[config.mk]
export PLATFORM = sky130hd
export DESIGN_NAME = vocab_reader
export DESIGN_NICKNAME = d
export VERILOG_FILES = /design/src/rtl/vocab_reader.sv
export SDC_FILE = /design/constraint.sdc
export NUM_CORES = 1
export LEC_CHECK = 0
export CAP_MARGIN = 15
export CORE_AREA = 3 3 61 74
export CTS_CLUSTER_DIAMETER = 60
export DETAILED_ROUTE_END_ITERATION = 6
export DIE_AREA = 0 0 64 77
export DONT_BUFFER_PORTS = 1
export PLACE_DENSITY = 0.55
export SYNTH_ARGS = -nofsm -noshare
export SYNTH_HDL_FRONTEND = slang
export SYNTH_SLANG_ARGS = --single-unit
export TNS_END_PERCENT = 1
[constraint.sdc]
create_clock -name clk -period 4.3 [get_ports clk]
set_clock_uncertainty 0.05 [all_clocks]
set_input_delay 0.645 -clock clk [delete_from_list [all_inputs] [get_ports clk]]
set_output_delay 0.645 -clock clk [all_outputs]
set_load 0.01 [all_outputs]
[src/rtl/vocab_reader.sv]
// Token-id to text detokenizer: scans the packed, zero-terminated vocab SRAM,
// skips N terminators, then streams word N ending with its terminator beat.
module vocab_reader #(
  parameter int ADDR_WIDTH = 4,
  parameter int DATA_WIDTH = 8,
  parameter int ID_WIDTH   = 4
) (
  input  logic                  clk,
  input  logic                  rst_n,
  input  logic                  req_valid,
  output logic                  req_ready,
  input  logic [ID_WIDTH-1:0]   req_id,
  output logic                  mem_cs,
  output logic [ADDR_WIDTH-1:0] mem_addr,
  input  logic [DATA_WIDTH-1:0] mem_dout,
  output logic                  out_valid,
  input  logic                  out_ready,
  output logic [DATA_WIDTH-1:0] out_data,
  output logic                  out_last,
  output logic                  done,
  output logic                  err
);

  localparam logic [2:0] S_IDLE = 3'd0;
  localparam logic [2:0] S_READ = 3'd1;
  localparam logic [2:0] S_EVAL = 3'd2;
  localparam logic [2:0] S_EMIT = 3'd3;
  localparam logic [2:0] S_FIN  = 3'd4;

  localparam logic PH_SKIP = 1'b0;
  localparam logic PH_WORD = 1'b1;

  localparam logic [ADDR_WIDTH-1:0] ADDR_END = {ADDR_WIDTH{1'b1}};

  logic [2:0]            state_q, state_d;
  logic [ADDR_WIDTH-1:0] ptr_q, ptr_d;
  logic [ID_WIDTH-1:0]   cnt_q, cnt_d;
  logic [ID_WIDTH-1:0]   id_q, id_d;
  logic                  phase_q, phase_d;
  logic                  ovf_q, ovf_d;
  logic                  out_valid_q, out_valid_d;
  logic [DATA_WIDTH-1:0] out_data_q, out_data_d;
  logic                  out_last_q, out_last_d;
  logic                  done_q, done_d;
  logic                  err_q, err_d;
  logic                  at_end;
  logic                  byte_is_term;

  assign at_end       = (ptr_q == ADDR_END);
  assign byte_is_term = (mem_dout == '0);

  assign req_ready = (state_q == S_IDLE);
  assign mem_cs    = (state_q == S_READ);
  assign mem_addr  = ptr_q;
  assign out_valid = out_valid_q;
  assign out_data  = out_data_q;
  assign out_last  = out_last_q;
  assign done      = done_q;
  assign err       = err_q;

  always_comb begin
    state_d     = state_q;
    ptr_d       = ptr_q;
    cnt_d       = cnt_q;
    id_d        = id_q;
    phase_d     = phase_q;
    ovf_d       = ovf_q;
    out_valid_d = out_valid_q;
    out_data_d  = out_data_q;
    out_last_d  = out_last_q;
    done_d      = 1'b0;
    err_d       = 1'b0;
    case (state_q)
      S_IDLE: begin
        if (req_valid) begin
          id_d    = req_id;
          ptr_d   = '0;
          cnt_d   = '0;
          ovf_d   = 1'b0;
          phase_d = (req_id == '0) ? PH_WORD : PH_SKIP;
          state_d = S_READ;
        end
      end
      S_READ: state_d = S_EVAL;
      S_EVAL: begin
        if (phase_q == PH_SKIP) begin
          if (byte_is_term) begin
            if ((cnt_q + ID_WIDTH'(1)) == id_q) phase_d = PH_WORD;
            else                                cnt_d   = cnt_q + ID_WIDTH'(1);
          end
          // Running off the end while skipping means the id is out of range.
          if (at_end) begin
            state_d = S_FIN;
            done_d  = 1'b1;
            err_d   = 1'b1;
          end else begin
            ptr_d   = ptr_q + ADDR_WIDTH'(1);
            state_d = S_READ;
          end
        end else begin
          out_data_d  = mem_dout;
          out_valid_d = 1'b1;
          out_last_d  = byte_is_term || at_end;
          ovf_d       = at_end && !byte_is_term;
          state_d     = S_EMIT;
        end
      end
      S_EMIT: begin
        if (out_ready) begin
          out_valid_d = 1'b0;
          if (out_last_q) begin
            state_d = S_FIN;
            done_d  = 1'b1;
            err_d   = ovf_q;
          end else begin
            ptr_d   = ptr_q + ADDR_WIDTH'(1);
            state_d = S_READ;
          end
        end
      end
      S_FIN: begin
        ovf_d   = 1'b0;
        cnt_d   = '0;
        phase_d = PH_SKIP;
        state_d = S_IDLE;
      end
      default: state_d = S_IDLE;
    endcase
  end

  always_ff @(posedge clk or negedge rst_n) begin
    if (!rst_n) begin
      state_q     <= S_IDLE;
      ptr_q       <= '0;
      cnt_q       <= '0;
      id_q        <= '0;
      phase_q     <= PH_SKIP;
      ovf_q       <= 1'b0;
      out_valid_q <= 1'b0;
      out_data_q  <= '0;
      out_last_q  <= 1'b0;
      done_q      <= 1'b0;
      err_q       <= 1'b0;
    end else begin
      state_q     <= state_d;
      ptr_q       <= ptr_d;
      cnt_q       <= cnt_d;
      id_q        <= id_d;
      phase_q     <= phase_d;
      ovf_q       <= ovf_d;
      out_valid_q <= out_valid_d;
      out_data_q  <= out_data_d;
      out_last_q  <= out_last_d;
      done_q      <= done_d;
      err_q       <= err_d;
    end
  end

endmodule

==> impl_metrics.json <==
{
  "synth-async-reset-ratio_pct": 100,
  "antenna_left": 0,
  "crit_slowest_cell": "dfrtp_1",
  "grt_setup_unrepaired": "no",
  "portBuffers": 0,
  "p_per_area_nw_per_um2": 728,
  "post_drt_wl_per_cell_um": 15.6,
  "ir_drop_uv": 301,
  "max_stage_delay_ps": 450,
  "required_ps": 4420,
  "tightest_slew_ps": 953,
  "arrival_ps": 2150,
  "clkTransAtPathRegs_ps": 60,
  "finalSetupTns_ps": 0,
  "dpl_cell_area_um2": 1490,
  "reg2reg_depth": 6,
  "grt_max_degree": 22,
  "fin_crit_sh_pct": 47.2,
  "critPathLaunchType": "register",
  "maxCapViolations": 0,
  "path_cells": "ha_1 -> xor3_1 -> nor3_2 -> a21oi_1 -> nor3b_1 -> a21o_1",
  "synth.area.top_cells": "dfrtp_1 50%, mux2_2 9.3%, nand2_1 3.4%",
  "rows": 25,
  "r2r_end": "cnt_q[0]",
  "ys_seq_area_share_pct": 49.9,
  "chipWidth_um": 64,
  "syn_area_um2": 1450,
  "drc": 0,
  "p_leak_nw": 0.698,
  "hp-start": "out_ready",
  "area_growth_pct": 14.0,
  "hold-worst-slack_ps": 436,
  "clock-sinks": 29,
  "whs_path_depth": 1,
  "nets": 159,
  "diodes": 0,
  "setup_viol": 0,
  "cts_buffer_depth": 2,
  "cts_made_buffers": 5,
  "synth_top_area_share_pct": 49.9,
  "start_util_pct": 37.2,
  "routabilityCongestion": 0.679,
  "clock_latency_ps": 280,
  "yosysWarnings": 0,
  "ctsRootBufferMaster": "clkbuf_8",
  "cts_max_level": 2,
  "reg2reg_setup_slack_ps": 2270,
  "syn_nets": 155,
  "grt.overflow.total": 0,
  "crit_fanout": 5,
  "r2r_start": "cnt_q[0]",
  "drt_iter0_markers": 31,
  "synth-seq-cells": 29,
  "fp.dieH_um": 77,
  "totalWireLength_um": 3050,
  "core-area_um2": 3910,
  "finalCriticalPeriod_ps": 2030,
  "hold_path.class": "in -> reg",
  "worst-setup-path-type": "reg -> reg",
  "grt_pass1_vias": 1056,
  "end_kind": "register",
  "hold_viol_final": 0,
  "num_vias": 1038,
  "final_area_um2": 1660,
  "grt_first_pass_wirelength_um": 5220,
  "crit_family": "simple AND/OR/NAND/NOR gates",
  "hold_end": "state_q[0]",
  "grt_usage_pct": 13.7,
  "path_buf_inv": 0,
  "synth_cell_types": 39,
  "dpl.hpwl_um": 2210,
  "synthFlopType": "dfrtp_1",
  "final-max-slew-violation-count": 0,
  "firstDrtPassIters": 4,
  "fmax_mhz": 492,
  "synth-edff-count": 0,
  "grt_antenna_before_repair": 0,
  "yosysTopAreaCell": "dfrtp_1",
  "avgSynthCellArea_um2": 10.6,
  "cts-resized-gates": 0,
  "drive_above_1_share_pct": 18.3,
  "viasPerCell": 5.30,
  "cts_tree": "built",
  "run_status": "complete, no violations",
  "relSlewSlack_pct": 36.3,
  "dieArea_um2": 4930,
  "syn_inst": 137,
  "io_pins": 34
}
-- registers in the layout (all words and copies together), names as in the netlist --
| register | flops |
|---|---|
| cnt_q | 4 |
| err | 1 |
| done | 1 |
| phase_q | 1 |
| state_q | 3 |
| out_data | 8 |
| out_last | 1 |
| out_valid | 1 |
| id_q | 4 |
| mem_addr | 4 |
| ovf_q | 1 |
-- cells in the mapped netlist (4+ instances only) --
cell and n:
a21oi_1 4, a31oi_1 4, buf_2 4, dfrtp_1 29, mux2_2 12, nand2_1 13, nand3_1 6, nor2_1 8
o21ai_0 7, o21ai_1 4
-- worst max path at each step --
stage	from	to	depth (start not counted)
2_1_floorplan	mem_dout[5]	cnt_q[2]	5
3_3_place_gp	mem_dout[1]	cnt_q[1]	5
3_5_place_dp	mem_dout[1]	cnt_q[2]	5
4_1_cts	state_q[1]	out_data[4]	4
5_1_grt	cnt_q[0]	cnt_q[0]	6
6_report	cnt_q[0]	cnt_q[0]	6
-- routing by layer --
layer	GRT usage (%)	wire [um]	up-vias
met4	5.18	40	0
met5	0	0	-
met1	15.6	1240	511
li1	-	-	501
met2	22.9	1600	20
met3	5.42	174	6
-- placed cells by master, fill, tap and decap left out, types with 3 or more instances in the layout --
master | netlist | routed
nand3_1 | 6 | 6
mux2_2 | 12 | 12
o21ai_0 | 7 | 7
nand3b_1 | 3 | 3
a21oi_1 | 4 | 4
nor2_1 | 8 | 8
o21ai_1 | 4 | 4
nor3_1 | 3 | 3
nand2_1 | 13 | 13
and2_1 | 3 | 3
clkbuf_8 | 0 | 5
dfrtp_1 | 29 | 29
dlygate4sd3_1 | 0 | 3
a31oi_1 | 4 | 4
inv_1 | 3 | 3
-- report_power, final --
group / total [W] / switching [W] / internal [W]
registers: 0.000534 / 0.000160 / 0.000373
logic: 0.000343 / 0.000176 / 0.000167
clock network: 0.000331 / 0.000101 / 0.000230
-- repair_timing --
action | in CTS | in global routing
buffers inserted | 0 | 0
hold buffers | 2 | 1
endpoints found under the hold margin | 21 | 7
-- cells by family after synthesis --
family	synth area share, %
fa+ha+maj	1.72
flops	49.9
mux	9.29
simple gates	17.2
compound gates	14.6
xor+xnor	4.56
buf+inv	2.67
-- metrics by stage --
step / worst slack, ps / utilization (%) / power (W) / instances
global placement: 2280 / 38.2 / 0.000864 / 185
CTS: 2280 / 42.1 / 0.00122 / 195
finish: 2270 / 42.4 / 0.00121 / 196
global route: 2090 / 42.4 / 0.00130 / 196
floorplan: 2490 / - / 0.000802 / 137
detailed placement: 2270 / 38.2 / 0.000881 / 185
-- layout make-up --
cell class	count	area (um^2)
Sequential cell	29	726
Clock buffer	5	68.8
Multi-Input combinational cell	99	689
Clock inverter	3	65.1
Tap cell	54	67.6
Fill cell	388	2250
Timing Repair Buffer	3	30.0
Inverter	3	11.3
-- worst reg2reg max path, stage by stage, from the launching register on --
cell and delay, ps:
dfrtp_1 450, ha_1 210, xor3_1 420, nor3_2 320, a21oi_1 150, nor3b_1 150, a21o_1 160
Note: power is estimated with default switching activity, not from simulation.
